**src/rtl/bp_lce_req_stream_pump.sv**
```systemverilog
// bp_lce_req_stream_pump
// Takes one complete LCE request message (header + full cache block) per
// ready->valid handshake and replays it on the request network as a stream:
// the registered header stays stable while fill_width_p-wide data beats are
// emitted, with last asserted on the final beat.
//
// Header layout (LSB first):
//   [3:0]  msg_type   0 rd, 1 wr, 2 uc_rd, 3 uc_wr, 4..12 amo variants
//   [6:4]  size       message size is 2^size bytes
//   then   addr (paddr_width_p), src lce id, dst cce id, way id
// The message places the header in the low bits with the data block above.

module bp_lce_req_stream_pump
  #(parameter int paddr_width_p     = 40
  , parameter int cce_block_width_p = 512
  , parameter int lce_id_width_p    = 4
  , parameter int cce_id_width_p    = 4
  , parameter int lce_assoc_p       = 8
  , parameter int fill_width_p      = 64
  , localparam int way_id_width_lp  = (lce_assoc_p > 1) ? $clog2(lce_assoc_p) : 1
  , localparam int lce_req_header_width_lp = 4 + 3 + paddr_width_p + lce_id_width_p
                                             + cce_id_width_p + way_id_width_lp
  , localparam int lce_req_msg_width_lp = lce_req_header_width_lp + cce_block_width_p
  , localparam int beats_lp        = cce_block_width_p / fill_width_p
  , localparam int cnt_width_lp    = (beats_lp > 1) ? $clog2(beats_lp) : 1
  )
  (input  logic                               clk_i
  , input  logic                               reset_i
  , input  logic [lce_req_msg_width_lp-1:0]    lce_req_i
  , input  logic                               lce_req_v_i
  , output logic                               lce_req_ready_o
  , output logic [lce_req_header_width_lp-1:0] lce_req_header_o
  , output logic [fill_width_p-1:0]            lce_req_data_o
  , output logic                               lce_req_v_o
  , input  logic                               lce_req_ready_and_i
  , output logic                               lce_req_last_o
  );

  localparam int fill_log_lp  = $clog2(fill_width_p);
  localparam int beats_log_lp = $clog2(beats_lp);

  typedef enum logic [0:0] {e_ready = 1'b0, e_send = 1'b1} state_e;

  // Only uncached writes and the atomics carry a payload.
  function automatic logic data_bearing_f(input logic [3:0] msg_type);
    logic result;
    case (msg_type)
      4'd3, 4'd4, 4'd5, 4'd6, 4'd7, 4'd8, 4'd9, 4'd10, 4'd11, 4'd12: result = 1'b1;
      default: result = 1'b0;
    endcase
    return result;
  endfunction

  // Index of the final beat: payload bits / beat width, at least one beat,
  // never more than the block holds.
  function automatic logic [cnt_width_lp-1:0] last_beat_f(input logic [3:0] msg_type,
                                                          input logic [2:0] size);
    int bits_log;
    int n_beats;
    bits_log = int'(size) + 3;
    if (!data_bearing_f(msg_type)) begin
      n_beats = 1;
    end else if (bits_log <= fill_log_lp) begin
      n_beats = 1;
    end else if ((bits_log - fill_log_lp) >= beats_log_lp) begin
      n_beats = beats_lp;
    end else begin
      n_beats = 1 << (bits_log - fill_log_lp);
    end
    return cnt_width_lp'(n_beats - 1);
  endfunction

  state_e                                   state_r, state_s;
  logic [cnt_width_lp-1:0]                  cnt_r, cnt_s;
  logic [cnt_width_lp-1:0]                  last_idx_r;
  logic [lce_req_header_width_lp-1:0]       hdr_r;
  logic [beats_lp-1:0][fill_width_p-1:0]    data_r;
  logic                                     ready_r;
  logic                                     accept_s;

  logic [3:0] in_type_s;
  logic [2:0] in_size_s;
  assign in_type_s = lce_req_i[3:0];
  assign in_size_s = lce_req_i[6:4];

  // Next-state logic: accept in e_ready, advance beats on each network handshake.
  always_comb begin
    state_s  = state_r;
    cnt_s    = cnt_r;
    accept_s = 1'b0;
    case (state_r)
      e_ready: begin
        if (lce_req_v_i && ready_r) begin
          accept_s = 1'b1;
          state_s  = e_send;
          cnt_s    = '0;
        end else begin
          state_s  = e_ready;
        end
      end
      e_send: begin
        if (lce_req_ready_and_i) begin
          if (cnt_r == last_idx_r) begin
            state_s = e_ready;
          end else begin
            cnt_s   = cnt_r + 1'b1;
          end
        end else begin
          state_s = e_send;
        end
      end
      default: begin
        state_s = e_ready;
        cnt_s   = '0;
      end
    endcase
  end

  // State and beat counter registers.
  always_ff @(posedge clk_i or posedge reset_i) begin
    if (reset_i) begin
      state_r <= e_ready;
      cnt_r   <= '0;
    end else begin
      state_r <= state_s;
      cnt_r   <= cnt_s;
    end
  end

  // Ready is registered so it stays low throughout reset and rises on the first edge after it.
  always_ff @(posedge clk_i or posedge reset_i) begin
    if (reset_i) begin
      ready_r <= 1'b0;
    end else begin
      ready_r <= (state_s == e_ready);
    end
  end

  // Message capture; header-only requests store a zero block so beat 0 reads zero.
  always_ff @(posedge clk_i or posedge reset_i) begin
    if (reset_i) begin
      hdr_r      <= '0;
      data_r     <= '0;
      last_idx_r <= '0;
    end else if (accept_s) begin
      hdr_r      <= lce_req_i[lce_req_header_width_lp-1:0];
      data_r     <= data_bearing_f(in_type_s)
                    ? lce_req_i[lce_req_msg_width_lp-1:lce_req_header_width_lp]
                    : '0;
      last_idx_r <= last_beat_f(in_type_s, in_size_s);
    end
  end

  assign lce_req_ready_o  = ready_r;
  assign lce_req_v_o      = (state_r == e_send);
  assign lce_req_last_o   = (state_r == e_send) && (cnt_r == last_idx_r);
  assign lce_req_header_o = hdr_r;
  assign lce_req_data_o   = data_r[cnt_r];

  bp_lce_req_stream_pump_chk
    #(.cnt_width_p(cnt_width_lp))
    chk
      (.clk_i           (clk_i)
      , .reset_i         (reset_i)
      , .lce_req_v_i     (lce_req_v_i)
      , .lce_req_ready_o (lce_req_ready_o)
      , .lce_req_v_o     (lce_req_v_o)
      , .cnt_i           (cnt_r)
      , .last_idx_i      (last_idx_r)
      );

endmodule

// Protocol checks for the stream pump; simulation only.
module bp_lce_req_stream_pump_chk
  #(parameter int cnt_width_p = 3)
  (input  logic                   clk_i
  , input  logic                   reset_i
  , input  logic                   lce_req_v_i
  , input  logic                   lce_req_ready_o
  , input  logic                   lce_req_v_o
  , input  logic [cnt_width_p-1:0] cnt_i
  , input  logic [cnt_width_p-1:0] last_idx_i
  );

  // Upstream must only present a message when we are ready.
  a_valid_needs_ready: assert property (@(posedge clk_i) disable iff (reset_i)
    lce_req_v_i |-> lce_req_ready_o);

  // The beat counter must stay within the message's beat range.
  a_cnt_bounded: assert property (@(posedge clk_i) disable iff (reset_i)
    lce_req_v_o |-> (cnt_i <= last_idx_i));

endmodule

```
**config.mk**
```make
export PLATFORM = sky130hd
export DESIGN_NAME = bp_lce_req_stream_pump
export DESIGN_NICKNAME = d
export VERILOG_FILES = /design/src/rtl/bp_lce_req_stream_pump.sv
export SDC_FILE = /design/constraint.sdc
export NUM_CORES = 2
export LEC_CHECK = 0
export CORE_AREA = 3 3 271 273
export CTS_CLUSTER_DIAMETER = 200
export DETAILED_ROUTE_END_ITERATION = 8
export DIE_AREA = 0 0 274 276
export SYNTH_ARGS = -nofsm -noshare
export SYNTH_HDL_FRONTEND = slang
export SYNTH_HIERARCHICAL = 1
export SYNTH_SLANG_ARGS = --single-unit
```
**constraint.sdc**
```tcl
create_clock -name clk_i -period 45.9 [get_ports clk_i]
set_input_delay 9.18 -clock clk_i [delete_from_list [all_inputs] [get_ports clk_i]]
set_output_delay 9.18 -clock clk_i [all_outputs]
set_load 0.1 [all_outputs]
```
==> Yosys cells after proc, flatten, opt, wreduce, memory -nomap -nowiden <==
Memory sizes are Yosys's and may differ from the RTL's.
Cells that the tools add are included.
{ "totals": {"rom_bits": 32, "input_bits": 574, "wordCells": 50, "memories": 2, "ff_bits": 578, "out_inout_bits": 125} }
{ "classes": {"mux": 18, "reduce_logical": 3, "shift": 1, "eq_ne": 4, "bitwise_logic": 2, "add_sub_neg": 4, "order_cmp": 3} }
{ "memory_table": {"columns": ["memory", "words", "width", "read_ports", "rd_ports_with_merged_regs", "wr", "line_no", "rtl"], "rows": [
  ["(no name shown)", 16, 1, 1, 0, 0, "47", "case (msg_type)"],
  ["(no name shown)", 16, 1, 1, 0, 0, "47", null]
]} }
{ "op_table": {"columns": ["op", "n"], "rows": [
  ["two-way mux 512 bit", 1],
  ["binary-select mux 64 bit (select 3 bit)", 1],
  ["two-way mux 64 bit", 1],
  [">= comparator 32 x 3 -> 1 bit, second input constant", 1],
  ["left shift 1 x 32 -> 3 bit, first input constant", 1],
  ["two-way mux 3 bit", 7],
  ["two-way mux 1 bit", 6],
  ["inequality test 2 bit, second input constant", 3],
  ["case mux 3 bit (2 select lines)", 1],
  ["subtractor 4 x 3 -> 5 bit, second input constant", 1],
  ["adder 3 x 2 -> 4 bit, second input constant", 1],
  ["less-or-equal comparator 4 x 3 -> 1 bit, second input constant", 1],
  ["< comparator 3 x 4 -> 1 bit, second input constant", 1],
  ["adder 3 x 1 -> 3 bit, second input constant", 1],
  ["equality test 3 bit", 1],
  ["AND reduction 3 bit", 1],
  ["subtractor 3 x 2 -> 3 bit, second input constant", 1],
  ["logical AND 1 bit", 2],
  ["inverter 1 bit", 2],
  ["case mux 1 bit (2 select lines)", 1]
]} }

==> Longest topological paths before layout <==
{ "logic_depth": {"depth_word": 8, "ltp_mapped": 14, "depth_no_buf": 14} }

==> Least setup slack after synthesis <==
Ideal clock, no wire load.
{ "synth_timing": {"path_type": "input port to flip-flop", "startpoint": "input lce_req_i[4]", "endpoint": "register last_idx_r[2]", "setup_time_ns": 0.123, "slack_ns": 34.640, "n_path_buf": 0, "stages": 14, "t_required_ns": 45.777, "arrival_time_ns": 11.136, "path_cell_list": "inv_1 ha_1 xor2_1 inv_1 ha_1 inv_1 ha_1 nor3b_1 a21oi_1 nor4b_1 nand3_1 ha_1 xnor2_1 o21ai_1"} }
{ "synth_between": {"elab_chain_cells": 8, "word_cells_on_any_way": 10, "classes_between": "add/sub (3); order compare (2); shift (1); mux (4)"} }
{ "synth_rtl": {"columns": ["element", "line_no", "rtl"], "rows": [
  ["start, declared", "29", ", input logic [lce_req_msg_width_lp-1:0] lce_req_i"],
  ["adder 3 x 2 -> 4 bit (*)", "60", "bits_log = int'(size) + 3;"],
  ["subtractor 4 x 3 -> 5 bit", "65, 68", null],
  [">= comparator 32 x 3 -> 1 bit or left shift 1 x 32 -> 3 bit (tied branches)", "65, 68", null],
  ["two-way mux 3 bit", "65", "end else if ((bits_log - fill_log_lp) >= beats_log_lp) begin"],
  ["two-way mux 3 bit (*)", "63", "end else if (bits_log <= fill_log_lp) begin"],
  ["two-way mux 3 bit (*)", "61", "if (!data_bearing_f(msg_type)) begin"],
  ["two-way mux 3 bit (*)", "145", "end else if (accept_s) begin"],
  ["subtractor 3 x 2 -> 3 bit (*)", "70", "return cnt_width_lp'(n_beats - 1);"],
  ["end signal, assigned", "150", "last_idx_r <= last_beat_f(in_type_s, in_size_s);"],
  ["end, declared", "75", "logic [cnt_width_lp-1:0] last_idx_r;"]
]} }
Every way passes the cells marked *; elsewhere a longest branch is shown, timed or not. The select of a mux whose other input is x is not followed.
A chain may end at the register's enable or synchronous reset.

==> Worst setup path after layout <==
{ "layout_timing": {"startpoint": "register cnt_r[0]", "endpoint": "output lce_req_data_o[30]"} }
{ "layout_between": {"elab_chain_cells": 2} }
{ "layout_rtl": {"columns": ["element", "line_no", "rtl"], "rows": [
  ["start, declared", "74", "logic [cnt_width_lp-1:0] cnt_r, cnt_s;"],
  ["start signal, assigned", "126", "cnt_r <= cnt_s;"],
  ["binary-select mux 64 bit (select 3 bit)", "158", "assign lce_req_data_o = data_r[cnt_r];"],
  ["two-way mux 64 bit (implied by the code)", "158", null],
  ["end, declared", "33", ", output logic [fill_width_p-1:0] lce_req_data_o"]
]} }
No other way between the ends. The select of a mux whose other input is x is not followed.

==> summary.txt <==
Outcome: finished clean
Root Driver: clkbuf_16
Area growth from synthesis to layout: 36.9%
Tot GR Track Use: 0.229
Cts hold-fix bufs: 0
Starting Density: 0.371
Ports: 699
Tcrit/Tclk final: 0.303
Unrepaired setup endpoints after global routing: no
Layout cells sized above 1: 0.0972
Syn_nets: 3343
Grt ovf: 0
Routed wire length per instance: 20.2 µm
DRT Pass-1 Iters: 5
Core area: 71400 µm²
Post-synth EDFFs: 0
Die Footprint: 75600 µm²
R2r setup slk: 41.19 ns
YS warnings: 6
Die Span X: 274 µm
Synth unique cells: 31
Port-buffer cells: 698
Largest net degree at the start of global routing: 240
Vias in the first global route: 22800
Worst Path Class, Setup: flop to output port
FILL cells: 6519
Detail Route Antenna Nets: 0
Worst Max-Slew Pin Slew: 1.19 ns
Syn Inst Count: 2762
First-pass GRT wire length: 135 mm
Final net count: 3910
Iter 0 DRT Violations: 1766
LEAKAGE: 15.3 nW
Max Buffers Root-to-Sink: 3
Routed via count: 22000
Dominant synthesized flop cell: dfrtp_1
Hpwl dp: 60.7 mm
Total power: 2.73 mW
# rows: 98
Most frequent cells after synthesis: nand2_1, dfrtp_1, o21ai_0
Final hold vios: 0
Most frequent cell after synthesis: nand2_1
Gp weighted congestion: 0.865
Clock skew: 0.0227 ns
Drt total wl: 87.8 mm
Initial antenna violation count: 44
Syn avg cell area: 9.59 µm²
Post-route minimum period: 13.90 ns
Met3 wire len: 6.07 mm
Worst Setup Start Kind: flop
Sequential area share after synthesis: 0.546
Later-pin clock latency in the skew report: 0.59 ns
Required @ worst endpoint: 36.72 ns
WL met1: 35.2 mm
Clock sink count: 578
Post-CTS setup repair buffer count: 0
Setup_tns: 0 ns
FMAX: 71.9 MHz
Ys async rst share: 1.00
VDD IR max: 0.0557 mV
Slew margin rel.: 0.208
Area leader, netlist: dfrtp_1
CTS tree: yes
Htree depth: 3
Final setup violation count: 0
CTS clk-pin slew, worst paths: 0.06 ns
Post-Syn Area: 26500 µm²
Via/cell ratio: 5.06
Num CTS Buffers: 66
Crit path capture type: output port
Met2 WL: 43.8 mm
CP max FO: 41
DRC Markers: 0
Max Cap Viol: 0
Number of synthesized register bits: 578
HP Class: flop to flop
Top-area cell type share of the netlist area: 0.546
CTS-repair resized insts: 0
Cell Pwr Density: 75.3 nW/µm²
Top sig layer: met5
Synth area leaders: dfrtp_1, nand2_1, mux4_2
Slew Viols, Final: 0
Die height: 276 µm
Worst EP arrival: 4.72 ns
-- layer usage --
metal	global-route usage	up-vias
met2	0.385	697
li1	-	10300
met1	0.286	10800
met3	0.0560	161
met5	0	-
met4	0.0813	30
-- placed cells by master (no fill, tap or decap), types with 21 or more instances in the layout --
master / synthesis / routed
mux2_2: 65 / 65
nand2_1: 1207 / 1206
clkdlybuf4s50_1: 0 / 698
buf_4: 0 / 21
clkbuf_16: 0 / 69
diode_2: 0 / 29
mux4_2: 128 / 128
o21ai_0: 267 / 267
o21ai_1: 252 / 252
dfrtp_1: 578 / 575
-- worst max-delay path: stages, from the launching register on --
cell and delay [ns]:
dfrtp_4 0.76, buf_4 0.59, buf_4 0.79, mux4_2 0.61, mux2_2 0.27, clkdlybuf4s50_1 1.01
-- sequential cells by signal, indices dropped and copies added, names as in the netlist --
register and count:
data_r 512, lce_req_header_o 58, cnt_r 3, last_idx_r 3, lce_req_ready_o 1, lce_req_v_o 1
-- final cells by class --
class                   instances  area (µm²)  share of cell area
diodes                         29        72.6             0.00200
clock inverters                15         208             0.00573
multi-input cells            1954       11100               0.305
inverters                       7        33.8            0.000932
flip-flops and latches        578       14500               0.399
clock buffers                  98        2020              0.0556
repair buffers                722        7200               0.199
well taps                     950        1190              0.0328
-- kinds of logic (layout without fill, tap and decap cells) --
family,Yosys count,count (layout),synth area share
other,0,29,0
xor gates and xnor gates,5,5,0.00165
buffers and inverters,230,842,0.0371
adders and majority gates,7,7,0.00331
AOI/OAI and AO/OA,525,525,0.0999
DFF,578,578,0.546
and+or+nand+nor,1222,1222,0.175
muxes,195,195,0.137
-- through the flow --
stage / worst slack, ns / cell area [µm²] / cells / util / hold WS [ns]
CTS: 31.86 / 36200 / 4324 / 0.507 / 0.476
detailed placement: 31.65 / 34000 / 4211 / 0.476 / 0.461
global route: 31.68 / 36200 / 4346 / 0.508 / 0.495
finish: 32.00 / 36200 / 4353 / 0.508 / 0.473
global placement: 31.80 / 34000 / 4211 / 0.476 / 0.455
floorplan: 20.55 / 26500 / 2762 / - / 0.445
-- worst paths after layout --
check                                          start              endpoint  cells past startpoint
worst max-delay path                        cnt_r[0]    lce_req_data_o[30]                      5
worst min-delay path            lce_req_header_o[20]  lce_req_header_o[20]                      2
worst max register to register       lce_req_ready_o           data_r[349]                      7
worst min register to register  lce_req_header_o[20]  lce_req_header_o[20]                      2
max in group asynchronous                    reset_i            data_r[83]                      4
min in group asynchronous                    reset_i   lce_req_header_o[0]                      2
-- power breakdown --
part	total (mW)	switching [mW]	internal (mW)
clock network	0.541	0.210	0.331
logic	1.35	0.915	0.434
registers	0.841	0.122	0.718
total	2.73	1.25	1.48
(Power assumes the default switching activity.)
